==> src/rtl/serial_pkg.sv <==
// Shared encodings for the bit-serial add/subtract sequencer.
package serial_pkg;

  typedef enum logic [1:0] {
    S_IDLE = 2'd0,
    S_RUN  = 2'd1,
    S_DONE = 2'd2
  } state_t;

  localparam logic MODE_ADD = 1'b0;
  localparam logic MODE_SUB = 1'b1;

endpackage

==> src/rtl/serial_shreg.sv <==
// Parallel-load right-shift register with serial fill at the MSB end.
// Load wins over shift; one cycle per operation, no backpressure.
module serial_shreg #(
  parameter int WIDTH = 8
) (
  input  logic             clk,
  input  logic             resetb,
  input  logic             load,
  input  logic             shift,
  input  logic             sin,
  input  logic [WIDTH-1:0] din,
  output logic [WIDTH-1:0] q
);

  always_ff @(posedge clk or negedge resetb) begin
    if (!resetb) begin
      q <= '0;
    end else if (load) begin
      q <= din;
    end else if (shift) begin
      q <= {sin, q[WIDTH-1:1]};
    end
  end

endmodule

==> src/rtl/serial_addsub_ctrl.sv <==
// Bit-serial LSB-first sequencer around an external addsub cell; done pulses WIDTH+1 cycles after start.
// start is only accepted in IDLE/DONE; a start during a run is dropped.
module serial_addsub_ctrl #(
  parameter int WIDTH = 8
) (
  input  logic             clk,
  input  logic             resetb,
  input  logic             start,
  input  logic             as_in,
  input  logic [WIDTH-1:0] a_in,
  input  logic [WIDTH-1:0] b_in,
  output logic             busy,
  output logic             done,
  output logic [WIDTH-1:0] result,
  output logic             cout_out,
  output logic             overflow,
  output logic             cell_A,
  output logic             cell_B,
  output logic             cell_cin,
  output logic             cell_AS,
  input  logic             cell_sum,
  input  logic             cell_cout
);
  import serial_pkg::*;

  localparam int            CW   = $clog2(WIDTH);
  localparam logic [CW-1:0] LAST = CW'(WIDTH - 1);

  state_t           state;
  logic [CW-1:0]    cnt;
  logic             carry_q;
  logic             as_q;
  logic             run;
  logic             accept;
  logic [WIDTH-1:0] a_sh;
  logic [WIDTH-1:0] b_sh;
  logic             unused_sh;

  assign run    = (state == S_RUN);
  assign accept = start && !run;

  serial_shreg #(.WIDTH(WIDTH)) u_a_sh (
    .clk(clk), .resetb(resetb), .load(accept), .shift(run),
    .sin(1'b0), .din(a_in), .q(a_sh)
  );

  serial_shreg #(.WIDTH(WIDTH)) u_b_sh (
    .clk(clk), .resetb(resetb), .load(accept), .shift(run),
    .sin(1'b0), .din(b_in), .q(b_sh)
  );

  // Result fills from the MSB end; never parallel-loaded so it holds between runs.
  serial_shreg #(.WIDTH(WIDTH)) u_res_sh (
    .clk(clk), .resetb(resetb), .load(1'b0), .shift(run),
    .sin(cell_sum), .din('0), .q(result)
  );

  // Only the LSB of each operand register feeds the cell.
  assign unused_sh = ^{a_sh[WIDTH-1:1], b_sh[WIDTH-1:1]};

  assign cell_A   = run & a_sh[0];
  assign cell_B   = run & b_sh[0];
  assign cell_cin = run & carry_q;
  assign cell_AS  = run & as_q;

  always_ff @(posedge clk or negedge resetb) begin
    if (!resetb) begin
      state    <= S_IDLE;
      busy     <= 1'b0;
      done     <= 1'b0;
      cout_out <= 1'b0;
      overflow <= 1'b0;
      cnt      <= '0;
      carry_q  <= 1'b0;
      as_q     <= 1'b0;
    end else begin
      case (state)
        S_RUN: begin
          carry_q <= cell_cout;
          if (cnt == LAST) begin
            // carry_q is the carry into the MSB here, cell_cout the carry out of it.
            cnt      <= '0;
            state    <= S_DONE;
            busy     <= 1'b0;
            done     <= 1'b1;
            cout_out <= cell_cout;
            overflow <= carry_q ^ cell_cout;
          end else begin
            cnt <= cnt + CW'(1);
          end
        end
        default: begin
          if (start) begin
            // Subtract seeds the carry with 1 to complete the two's complement of B.
            state   <= S_RUN;
            busy    <= 1'b1;
            done    <= 1'b0;
            as_q    <= as_in;
            carry_q <= as_in;
            cnt     <= '0;
          end else begin
            state <= S_IDLE;
            busy  <= 1'b0;
            done  <= 1'b0;
          end
        end
      endcase
    end
  end

endmodule
==> config.mk <==
export PLATFORM = sky130hd
export DESIGN_NAME = serial_addsub_ctrl
export DESIGN_NICKNAME = d
export VERILOG_FILES = /design/src/rtl/serial_pkg.sv /design/src/rtl/serial_shreg.sv /design/src/rtl/serial_addsub_ctrl.sv
export SDC_FILE = /design/constraint.sdc
export NUM_CORES = 1
export LEC_CHECK = 0
export BUFFER_PORTS_ARGS = -buffer_cell sky130_fd_sc_hd__clkbuf_2
export CAP_MARGIN = 0
export CORE_UTILIZATION = 55
export DETAILED_ROUTE_END_ITERATION = 12
export PLACE_DENSITY = 0.83
export SLEW_MARGIN = 5
export SYNTH_ARGS = -nofsm -noshare
export SYNTH_HDL_FRONTEND = slang
export SYNTH_SLANG_ARGS = --single-unit
==> constraint.sdc <==
create_clock -name clk -period 2.5 [get_ports clk]
set_input_delay 0.125 -clock clk [delete_from_list [all_inputs] [get_ports clk]]
set_output_delay 0.125 -clock clk [all_outputs]
set_load 0.05 [all_outputs]
### Word level (Yosys, flattened, before mapping)

Index checks and enable logic that the tools add are counted.

| storage, ports and cells | value |
|---|---|
| bits in registers | 35 |
| input port bits | 22 |
| output and inout port bits | 16 |
| logic and storage cells | 44 |

| operators by class | value |
|---|---|
| add/sub/neg operators | 1 |
| equality and inequality tests | 3 |
| muxes and demuxes | 17 |
| bitwise gates (word level) | 6 |
| reduce and logical (&&, ||, !) cells | 6 |

Operators by type and width:

| operator | count |
|---|---|
| two-way mux 8 bit | 4 |
| two-way mux 3 bit | 3 |
| two-way mux 1 bit | 8 |
| bitwise AND 1 bit | 4 |
| two-way mux 2 bit | 2 |
| AND reduction 2 bit | 2 |
| nonzero test 2 bit | 2 |
| adder 3 x 1 -> 3 bit (second input constant) | 1 |
| == test 3 bit (second input constant) | 1 |
| == test 2 x 1 -> 1 bit (second input constant) | 1 |
| inequality test 2 x 1 -> 1 bit (second input constant) | 1 |
| logical AND 1 bit | 1 |
| logical NOT 1 bit | 1 |
| NOT 1 bit | 1 |
| XOR 1 bit | 1 |

### Depth between registers and ports, before layout

| depth | value |
|---|---|
| word-level depth | 4 |
| mapped depth | 5 |
| mapped depth without buffers | 4 |

### By module

A second synthesis with hierarchy kept.

| second synthesis, totals | value |
|---|---|
| cells, all modules | 143 |
| area, all modules | 1565.3 um^2 |

Modules (own cells, without submodules):

| module | instances | cells each | area an instance (um^2) | sequential area each (um^2) |
|---|---|---|---|---|
| serial_shreg | 3 | 34 | 372.9 | 200.2 |
| serial_addsub_ctrl | 1 | 41 | 446.7 | 225.2 |

### Worst setup path after synthesis

Ideal clock, no wire load.

| timing | value |
|---|---|
| path type | register to output |
| from | reg state[0] |
| to | out cell_A |
| data arrival time | 1.550 ns |
| data required time | 2.375 ns |
| slack | 0.825 ns |
| stages on the path, launching flop included | 5 |
| buffers on the path | 2 |
| cell sequence | dfrtp_1 nor2b_4 buf_6 clkbuf_2 and2_1 |

| between the ends | value |
|---|---|
| longest elaborated chain between the ends | 2 |

Ends and longest elaborated chain:

| what | line | RTL |
|---|---|---|
| from (decl) | serial_addsub_ctrl.sv:29 | `state_t state;` |
| from (signal assigned) | serial_addsub_ctrl.sv:68 | `state <= S_IDLE;` |
| from (signal assigned) | serial_addsub_ctrl.sv:83 | `state <= S_DONE;` |
| from (signal assigned) | serial_addsub_ctrl.sv:95 | `state <= S_RUN;` |
| == test 2 x 1 -> 1 bit | serial_addsub_ctrl.sv:39 | `assign run = (state == S_RUN);` |
| bitwise AND 1 bit | serial_addsub_ctrl.sv:61 | `assign cell_A = run & a_sh[0];` |
| to (decl) | serial_addsub_ctrl.sv:17 | `output logic cell_A,` |

No other way between the ends.

==> results.md <==
- Rows: 18
- Slew headroom: 0.471
- Setup crit end kind: output pin
- Synth Cell Area: 1460 sq um
- Fin. max-slew vios: 0
- Post-synth top cells: 42 x nand2_1, 33 x dfrtp_1, 18 x o21ai_0
- Data required, critical path: 2380 ps
- Reg clk slew, reported paths: 100 ps
- Num ports: 38
- Antenna cells: 0
- Synth Register Bits: 33
- M1 GR Usage: 0.247
- GRT busiest layer: met2
- Most common cell in the netlist: nand2_1
- Max Cap Viol: 0
- GRT Total Usage: 0.211
- RSZ-0062 raised after global routing: no
- Hold Slack: 37.2 ps
- Die area: 2860 sq um
- Drt initial violations: 12
- Final setup fails: 0
- Slew @ Worst Pin: 794 ps
- Setup WS pre-CTS: 958 ps
- Post-synth cell types: 20
- Post-synth top area cell: dfrtp_1
- Final setup slack of the worst path: 727 ps
- HP Class: in2reg
- Net count of the mapped netlist: 164
- Initial antenna violation count: 0
- Top FF cell, synth: dfrtp_1
- CTS tree: yes
- Starting Density: 0.583
- First-pass GRT wire length: 4070 um
- H-tree Lvls: 2
- Post-synthesis cell count: 140
- Die H: 53.5 um
- Final Hold Viols: 0
- Die X: 53.5 um
- Routed WL per cell: 12.1 um
- GRT overflow: 0
- Synthesized area per cell: 10.4 sq um
- Synth top area cells: dfrtp_1 57%, mux2i_1 12%, nand2_1 11%
- Status: completed
- Ys async rst share: 1.00
- Clock Latency Late Sink: 330 ps
- DRC Markers: 0
- Fin nets: 202
- Vias in the first global route: 972
- Total CTS buffers: 5
- Share of the synthesized area in the top cell type: 0.567
- Vias/cell: 5.02
- Critical path class: reg2out
- Met3 usage: 0.0891
- Seq/Total Area, Yosys: 0.567
- Clk buf depth: 2
- Final Power: 2.29 mW
- Layout cells sized above 1: 0.279
- Pre-antenna DRT Iters: 4
- Final ANT Viol Nets: 0
- Root buf cell: clkbuf_4
- # Post-CTS Setup Buffers: 0
- P_leak: 0.931 nW
- I/O Buffers: 37
- Critical path data arrival time: 1650 ps
- Detailed placement HPWL: 1760 um
- Total Wirelength: 2530 um
- GRT met2 Usage: 0.331
- Fin crit share: 0.709
- Cell area power density: 1330 nW/um^2
- Period minus WS final: 1770 ps
- Routed via count: 1,049
- Crit path max fanout: 26
- Largest net degree at the start of global routing: 34
- Worst Setup Start Kind: flop
- CTS sink cnt: 33
- Hold-fix buffers, CTS: 2
- Number of synthesized flops with an enable pin: 0
- Clock Skew: 5.42 ps
- Setup tns final: 0 ps
- Fmax: 0.564 GHz
- Synth Warn #: 0
- Routability cong.: 0.679
- VDD IR-drop max: 1.28 mV
- Core Util, Final: 0.690
- Core area: 2500 sq um
- Number of cells upsized or downsized after cts: 0
- Area Growth Syn to Fin: 18.3%
-- kinds of logic after synthesis --
group / Yosys count / synth area share
AO/OA/AOI/OAI: 21 / 0.0738
XOR/XNOR: 1 / 0.00601
adder cells (fa/ha/maj): 2 / 0.0172
buffers and inverters: 9 / 0.0369
flip-flops: 33 / 0.567
multiplexers: 19 / 0.135
AND/OR/NAND/NOR: 55 / 0.165
-- layer usage --
metal,vias to the layer above,part of all wire
met2,34,0.45
met1,473,0.46
met5,-,0
met3,7,0.062
li1,535,-
met4,0,0.021
-- sequential cells by signal (all words and copies together), names as in the netlist --
| register | flops |
|---|---|
| as_q | 1 |
| u_res_sh.q | 8 |
| overflow | 1 |
| u_a_sh.q | 8 |
| cnt | 3 |
| cout_out | 1 |
| done | 1 |
| carry_q | 1 |
| u_b_sh.q | 8 |
| state | 1 |
-- final cells by class --
class                           count  area, sq um
Sequential cell                    33          826
Fill cell                         195          776
Multi-Input combinational cell     98          578
Timing Repair Buffer               40          213
Clock buffer                        7         65.1
Tap cell                           30         37.5
Clock inverter                      1         5.00
-- layout by cell type (no fill, tap or decap), types with 2 or more instances in the layout --
master,instances
dfrtp_1,33
nand2_1,42
dlygate4sd3_1,2
ha_1,2
a21oi_1,2
clkbuf_8,2
o21ai_0,18
clkbuf_4,5
nand2b_1,3
nor2_1,3
clkbuf_2,37
and2_1,4
mux2i_1,17
-- per-stage QoR --
stage / area, sq um / cells
final: 1720 / 209
after global routing: 1720 / 209
after CTS: 1720 / 209
after detailed placement: 1630 / 199
after global placement: 1630 / 199
after floorplan: 1460 / 140
-- report_power, final --
group | internal [mW] | total, mW | switching (mW)
clock | 0.163 | 0.337 | 0.174
sequential | 0.757 | 0.893 | 0.136
combinational | 0.300 | 1.06 | 0.763
total | 1.22 | 2.29 | 1.07
-- worst paths after layout --
path                        startpoint           to  slack, ps  cells after the start
max                               done     cell_cin        730                      3
min                              as_in         as_q         40                      2
max reg2reg                       done       cnt[0]        960                      4
min reg2reg                u_b_sh.q[5]  u_b_sh.q[4]        480                      2
max in group asynchronous       resetb  u_b_sh.q[7]       1600                      2
min in group asynchronous       resetb  u_a_sh.q[3]        400                      2
-- worst max-delay path, cell delays in order, from the launching register on --
cell	delay, ps
dfrtp_1	430
nor2b_4	420
and2_1	190
clkbuf_2	270
Note: power is estimated with default switching activity, not from simulation.
